<file path="config.mk">
export PLATFORM = sky130hd
export DESIGN_NAME = imem_loader
export DESIGN_NICKNAME = d
export VERILOG_FILES = /design/src/rtl/cpu_pkg.sv /design/src/rtl/imem_loader.sv
export SDC_FILE = /design/constraint.sdc
export NUM_CORES = 1
export LEC_CHECK = 0
export CORE_ASPECT_RATIO = 1.1
export CORE_UTILIZATION = 46
export CTS_BUF_LIST = sky130_fd_sc_hd__clkbuf_4
export DETAILED_ROUTE_END_ITERATION = 10
export PLACE_DENSITY = 0.93
export SLEW_MARGIN = 20
export SYNTH_ARGS = -nofsm -noshare
export SYNTH_HDL_FRONTEND = slang
export SYNTH_SLANG_ARGS = --single-unit
</file>
<file path="constraint.sdc">
create_clock -name clk -period 2.05 [get_ports clk]
set_input_delay 0.41 -clock clk [delete_from_list [all_inputs] [get_ports clk]]
set_output_delay 0.41 -clock clk [all_outputs]
set_load 0.02 [all_outputs]
</file>
<file path="src/rtl/cpu_pkg.sv">
// Shared CPU definitions: instruction width, halt word and the loader state encoding.
package cpu_pkg;

  localparam int          INSTR_W   = 16;
  localparam logic [15:0] HALT_WORD = 16'hFFFF;

  typedef enum logic [2:0] {
    ST_IDLE = 3'd0,
    ST_HI   = 3'd1,
    ST_LO   = 3'd2,
    ST_WR   = 3'd3,
    ST_CHK  = 3'd4,
    ST_DONE = 3'd5
  } loader_state_t;

endpackage

</file>
<file path="src/rtl/imem_loader.sv">
// Fills instruction memory from a big-endian byte stream, stopping at HALT_WORD.
// Define IMEM_LOADER_CHECKSUM_EN to require a trailing XOR checksum byte.
module imem_loader
  import cpu_pkg::*;
#(
  parameter int ADDR_W = 8
) (
  input  logic               clk,
  input  logic               rst,
  input  logic               start,
  input  logic               in_valid,
  input  logic [7:0]         in_data,
  output logic               in_ready,
  output logic               imem_we,
  output logic [ADDR_W-1:0]  imem_addr,
  output logic [INSTR_W-1:0] imem_wdata,
  output logic               busy,
  output logic               done,
  output logic               overflow,
  output logic               chk_err,
  output logic [ADDR_W:0]    word_count,
  output logic               cpu_hold
);

  localparam logic [ADDR_W:0] LAST_IDX = {1'b0, {ADDR_W{1'b1}}};

  loader_state_t      state_reg;
  logic [INSTR_W-1:0] word_reg;
  logic [ADDR_W:0]    word_count_reg;
  logic               overflow_reg;
`ifdef IMEM_LOADER_CHECKSUM_EN
  logic [7:0]         acc_reg;
  logic               chk_err_reg;
`endif

  always_ff @(posedge clk) begin
    if (rst) begin
      state_reg      <= ST_IDLE;
      word_reg       <= '0;
      word_count_reg <= '0;
      overflow_reg   <= 1'b0;
`ifdef IMEM_LOADER_CHECKSUM_EN
      acc_reg        <= '0;
      chk_err_reg    <= 1'b0;
`endif
    end else begin
      case (state_reg)
        ST_IDLE, ST_DONE: begin
          if (start) begin
            state_reg      <= ST_HI;
            word_count_reg <= '0;
            overflow_reg   <= 1'b0;
`ifdef IMEM_LOADER_CHECKSUM_EN
            acc_reg        <= '0;
            chk_err_reg    <= 1'b0;
`endif
          end
        end
        ST_HI: begin
          if (in_valid) begin
            word_reg[15:8] <= in_data;
`ifdef IMEM_LOADER_CHECKSUM_EN
            acc_reg        <= acc_reg ^ in_data;
`endif
            state_reg      <= ST_LO;
          end
        end
        ST_LO: begin
          if (in_valid) begin
            word_reg[7:0] <= in_data;
`ifdef IMEM_LOADER_CHECKSUM_EN
            acc_reg       <= acc_reg ^ in_data;
`endif
            state_reg     <= ST_WR;
          end
        end
        ST_WR: begin
          // The halt word takes priority, so a terminator in the last slot is a clean load.
          word_count_reg <= word_count_reg + 1'b1;
          if (word_reg == HALT_WORD) begin
`ifdef IMEM_LOADER_CHECKSUM_EN
            state_reg <= ST_CHK;
`else
            state_reg <= ST_DONE;
`endif
          end else if (word_count_reg == LAST_IDX) begin
            overflow_reg <= 1'b1;
            state_reg    <= ST_DONE;
          end else begin
            state_reg <= ST_HI;
          end
        end
`ifdef IMEM_LOADER_CHECKSUM_EN
        ST_CHK: begin
          if (in_valid) begin
            chk_err_reg <= (in_data != acc_reg);
            state_reg   <= ST_DONE;
          end
        end
`endif
        default: state_reg <= ST_IDLE;
      endcase
    end
  end

  assign in_ready   = (state_reg == ST_HI) || (state_reg == ST_LO) || (state_reg == ST_CHK);
  assign imem_we    = (state_reg == ST_WR);
  assign imem_addr  = word_count_reg[ADDR_W-1:0];
  assign imem_wdata = word_reg;
  assign busy       = (state_reg == ST_HI) || (state_reg == ST_LO) ||
                      (state_reg == ST_WR) || (state_reg == ST_CHK);
  assign done       = (state_reg == ST_DONE);
  assign overflow   = overflow_reg;
  assign word_count = word_count_reg;
`ifdef IMEM_LOADER_CHECKSUM_EN
  assign chk_err    = chk_err_reg;
`else
  assign chk_err    = 1'b0;
`endif
  assign cpu_hold   = ~(done && !overflow && !chk_err);

endmodule

</file>
---- After elaboration in Yosys (flattened, before gate mapping) ----
Cells that the tools add are included.
W data, S select, Z words.
word-level totals
  register bits after elaboration ......... 29
  logic and storage cells ................. 45
  output and inout bits ................... 40
operators by class
  eq/ne operators ......................... 12
  add/subtract/negate cells ............... 1
  reduce and logical (&&, ||, !) cells .... 14
  mux-type cells .......................... 12
  bitwise operators ....................... 1
operators with widths
  operator                count
  $pmux W9 S2             1
  $eq A16 B16 Y1 const B  1
  $mux W3                 5
  $pmux W3 S4             1
  $add A9 B1 Y9 const B   1
  $eq A9 B8 Y1 const B    1
  $mux W9                 1
  $ne A2 B2 Y1 const B    4
  $eq A3 B2 Y1 const B    2
  $eq A3 B3 Y1 const B    2
  $reduce_and A2 Y1       3
  $logic_or A1 B1 Y1      4
  $reduce_and A4 Y1       1
  $eq A3 B1 Y1 const B    1
  $logic_not A3 Y1        1
  $mux W1                 3
  $reduce_and A3 Y1       1
  $ne A2 B1 Y1 const B    1
  $pmux W1 S2             1
  $reduce_bool A2 Y1      1
  $reduce_or A2 Y1        1
  $logic_and A1 B1 Y1     1
  $logic_not A1 Y1        1
  $not A1 Y1              1

---- Logic depth before layout (Yosys ltp) ----
  depth in word-level cells ............... 4
  gate-level depth with buffers ........... 7

---- Worst setup path before layout ----
Ideal clock, no wire load.
  path type ............................... flip-flop to flip-flop
  start ................................... register word_count_reg[0] (netlist: word_count[0])
  end ..................................... register word_count_reg[8] (netlist: word_count[8])
  path slack .............................. 0.139 ns
  arrival time ............................ 1.823 ns
  stages on the path, launching flop included .. 8
  path through ............................ dfxtp_1 ha_1 and3_1 and2_1 and3_1 ha_1 or3_1 o31ai_1
between the ends
  longest elaborated chain between the ends .. 2
RTL lines
  item                    RTL line           RTL
  start, declared         imem_loader.sv:29  logic [ADDR_W:0] word_count_reg;
  start signal, assigned  imem_loader.sv:79  word_count_reg <= word_count_reg + 1'b1;
  $add A9 B1 Y9           imem_loader.sv:79
  $pmux W9 S2             imem_loader.sv:47  case (state_reg)
No other way between the ends.
A chain may end at the register's enable or synchronous reset.

---- Worst setup path after layout ----
Ends and elaborated chain as after synthesis.

==> impl_metrics.env <==
export IMPL_cp_slowest_stage_delay_ns=0.37
export IMPL_wl_per_cell_um=14.0
export IMPL_numPortBuffers=50
export IMPL_maxClockFrequency_mhz=514
export IMPL_grt_max_degree=20
export IMPL_combPwrFrac=0.162
export IMPL_crit_fanout=5
export IMPL_placed_area_mm2=0.00198
export IMPL_power_density_mw_per_mm2=542
export IMPL_rsz0062_at_grt="no"
export IMPL_synth_seq_cells=29
export IMPL_relSlewSlack=0.635
export IMPL_die_w_um=55.8
export IMPL_n_antenna_cell=0
export IMPL_grt_antenna_before_repair=0
export IMPL_core_area_mm2=0.00305
export IMPL_critical_path_slowest_cell="dfxtp_1"
export IMPL_rows=21
export IMPL_fin_area_mm2=0.00203
export IMPL_crit_required_ns=2.30
export IMPL_start_util=0.480
export IMPL_grt_usage=0.226
export IMPL_clkSlewWorstSetupHoldPaths_ns=0.09
export IMPL_overflow=0
export IMPL_synth_edf_count=0
export IMPL_worstSetupPathType="reg -> reg"
export IMPL_fin_crit_ns=1.95
export IMPL_wl_um=3410
export IMPL_fill_cells=264
export IMPL_worstPathArrival_ns=2.20
export IMPL_grtUsageMet2=0.417
export IMPL_hold_viol=0
export IMPL_peakVddDrop_mv=0.433
export IMPL_drc=0
export IMPL_hold_class="reg -> reg"
export IMPL_numCtsBuffers=5
export IMPL_multi_input_area_um2=757
export IMPL_ys_types=43
export IMPL_area_growth_syn_to_layout_pct=38.8
export IMPL_clock_power_share=0.299
export IMPL_ys_warnings_count=0
export IMPL_synth_fa_ha_area_frac=0.0171
export IMPL_synth_cells=159
export IMPL_h_tree_depth=2
export IMPL_grt_pass1_vias=1314
export IMPL_cp_end_kind="flop"
export IMPL_num_nets_final=223
export IMPL_avgSynthCellArea_um2=9.20
export IMPL_synth_top_family_by_area="simple AND/OR/NAND/NOR gates"
export IMPL_syn_area_mm2=0.00146
export IMPL_dieArea_mm2=0.00341
export IMPL_p_int_uw=792
export IMPL_synthXorXnorAreaFrac=0.0240
export IMPL_finish_utilization=0.666
export IMPL_cts_tree="built"
export IMPL_gp_congestion=0.819
export IMPL_synth_compound_area_frac=0.106
export IMPL_first_pass_iters=4
export IMPL_power_switching_uw=309
export IMPL_outcome="completed"
export IMPL_finalSetupTns_ns=0
export IMPL_largest_reg_flops=16
export IMPL_path_cells="ha_1 > and3_1 > and2_1 > and3_1 > ha_1 > or3_1 > o31ai_1"
export IMPL_p_leak_uw=0.000773
export IMPL_clk_latency_ns=0.34
export IMPL_yosys_most_used_dff="dfxtp_1"
export IMPL_fin_crit_sh=0.949
export IMPL_final_common_cell="clkdlybuf4s50_1"
export IMPL_skew_ns=0.00446
export IMPL_grt_busiest_layer="met2"
export IMPL_slew_viol_final=0
export IMPL_yosys_area_share_simple=0.228
export IMPL_final_cell_mix="clkdlybuf4s50_1 (46), dfxtp_1 (26), nor2_1 (21), mux2i_1 (18), buf_4 (10)"
export IMPL_die_y_um=61.1
export IMPL_worstMarginPinSlew_ns=0.542
export IMPL_regArea_um2=584
export IMPL_drv_cap=0
export IMPL_grt_pass1_wl_um=5880
export IMPL_clock_sinks=29
export IMPL_use_met3=0.0609
export IMPL_seq_area_frac_synth=0.397
export IMPL_drt_iter0_markers=19
export IMPL_ant_nets=0
export IMPL_start_kind="flop"
export IMPL_dp_hpwl_um=2520
export IMPL_drive_above_1_share=0.138
export IMPL_synth_nets=173
export IMPL_vias_per_cell=5.60
export IMPL_globalRouteMet1Util=0.236
export IMPL_postSynth_asyncResetShare=0
export IMPL_via_count=1367
export IMPL_synthMuxAreaShare=0.131
export IMPL_power_frac_seq=0.540
export IMPL_sw_frac_of_total=0.281
export IMPL_ios=52
export IMPL_setup_viol=0
export IMPL_clock_root_buffer="clkbuf_4"
export IMPL_ctsLongestPathBuffers=2
[logic make-up (layout without fill, tap and decap cells)]
kind of cell             after synthesis  count (layout)
multiplexers                          19              19
XOR/XNOR                               4               4
other                                  1               1
AO/OA/AOI/OAI                         22              22
flip-flops                            29              29
buffers and inverters                 23              74
AND/OR/NAND/NOR                       59              59
adder cells (fa/ha/maj)                2               2
[power by group through the flow]
stage          logic, uW  registers (uW)  clock network [uW]
2_1_floorplan       93.9             614                   0
3_3_place_gp         178             606                   0
3_5_place_dp         182             606                   0
4_1_cts              179             594                 337
5_1_grt              193             596                 363
6_report             178             595                 329
[layer usage]
metal  vias up  routed length (um)
met2        55                1680
met3        11                 235
met5         -                   0
met1       648                1410
met4         0                  89
li1        653                   -
[repair_timing]
item                                    in CTS  in global routing
buffers inserted                             0                  0
endpoints found under the setup margin       5                  2
gates cloned                                 0                  0
pin swaps                                    0                  0
hold buffers                                 0                  0
resized for setup                            5                  2
[Yosys cell counts, types with 2 or more instances]
cell type	instances	area, um^2
mux2i_1	18	180
nand2_1	6	22.5
ha_1	2	25.0
xnor2_1	3	26.3
inv_1	5	18.8
nor2b_1	2	12.5
and2_1	2	12.5
or3_1	2	12.5
nor4bb_1	2	20.0
o21ai_0	5	25.0
o21a_1	2	15.0
nand2b_1	3	18.8
clkbuf_1	3	11.3
a211oi_1	2	15.0
nand4_1	5	31.3
o31ai_1	2	15.0
nand3b_1	3	22.5
buf_4	11	82.6
dfxtp_1	29	581
nor2_1	21	78.8
and3_1	2	12.5
or2_2	2	12.5
nor4_1	2	12.5
buf_2	2	10.0
a21oi_1	4	20.0
or3b_2	2	17.5
[worst paths after layout]
path / slack, ns / depth (start not counted) / from / to
worst max-delay path: 0.10 / 7 / word_count[0]$_SDFFE_PP0P_ / word_count[8]$_SDFFE_PP0P_
worst min-delay path: 0.51 / 2 / word_count[8]$_SDFFE_PP0P_ / word_count[8]$_SDFFE_PP0P_
worst max register to register: 0.10 / 7 / word_count[0]$_SDFFE_PP0P_ / word_count[8]$_SDFFE_PP0P_
worst min register to register: 0.51 / 2 / word_count[8]$_SDFFE_PP0P_ / word_count[8]$_SDFFE_PP0P_
[layout make-up]
type / count / share of cell area
Sequential cell: 29 / 0.288
Inverter: 6 / 0.0111
Timing Repair Buffer: 60 / 0.283
Multi-Input combinational cell: 107 / 0.373
Clock buffer: 5 / 0.0185
Tap cell: 34 / 0.0209
Clock inverter: 3 / 0.00616
[metrics by stage]
step           hold slack [ns]  cells  setup WS [ns]  total power (uW)
3_3_place_gp             0.482    236          0.114               785
2_1_floorplan            0.557    159          0.139               708
4_1_cts                  0.520    244        0.00549              1110
3_5_place_dp             0.502    236          0.101               788
6_report                 0.512    244          0.105              1100
5_1_grt                  0.546    244         0.0126              1150
[critical path: cells and delay by family (launching register included)]
family / cells / cell delay (ns)
adders and majority gates: 2 / 0.51
DFF: 1 / 0.37
AOI/OAI and AO/OA: 1 / 0.07
and+or+nand+nor: 4 / 0.92
Power figures use the tool's default switching activity.
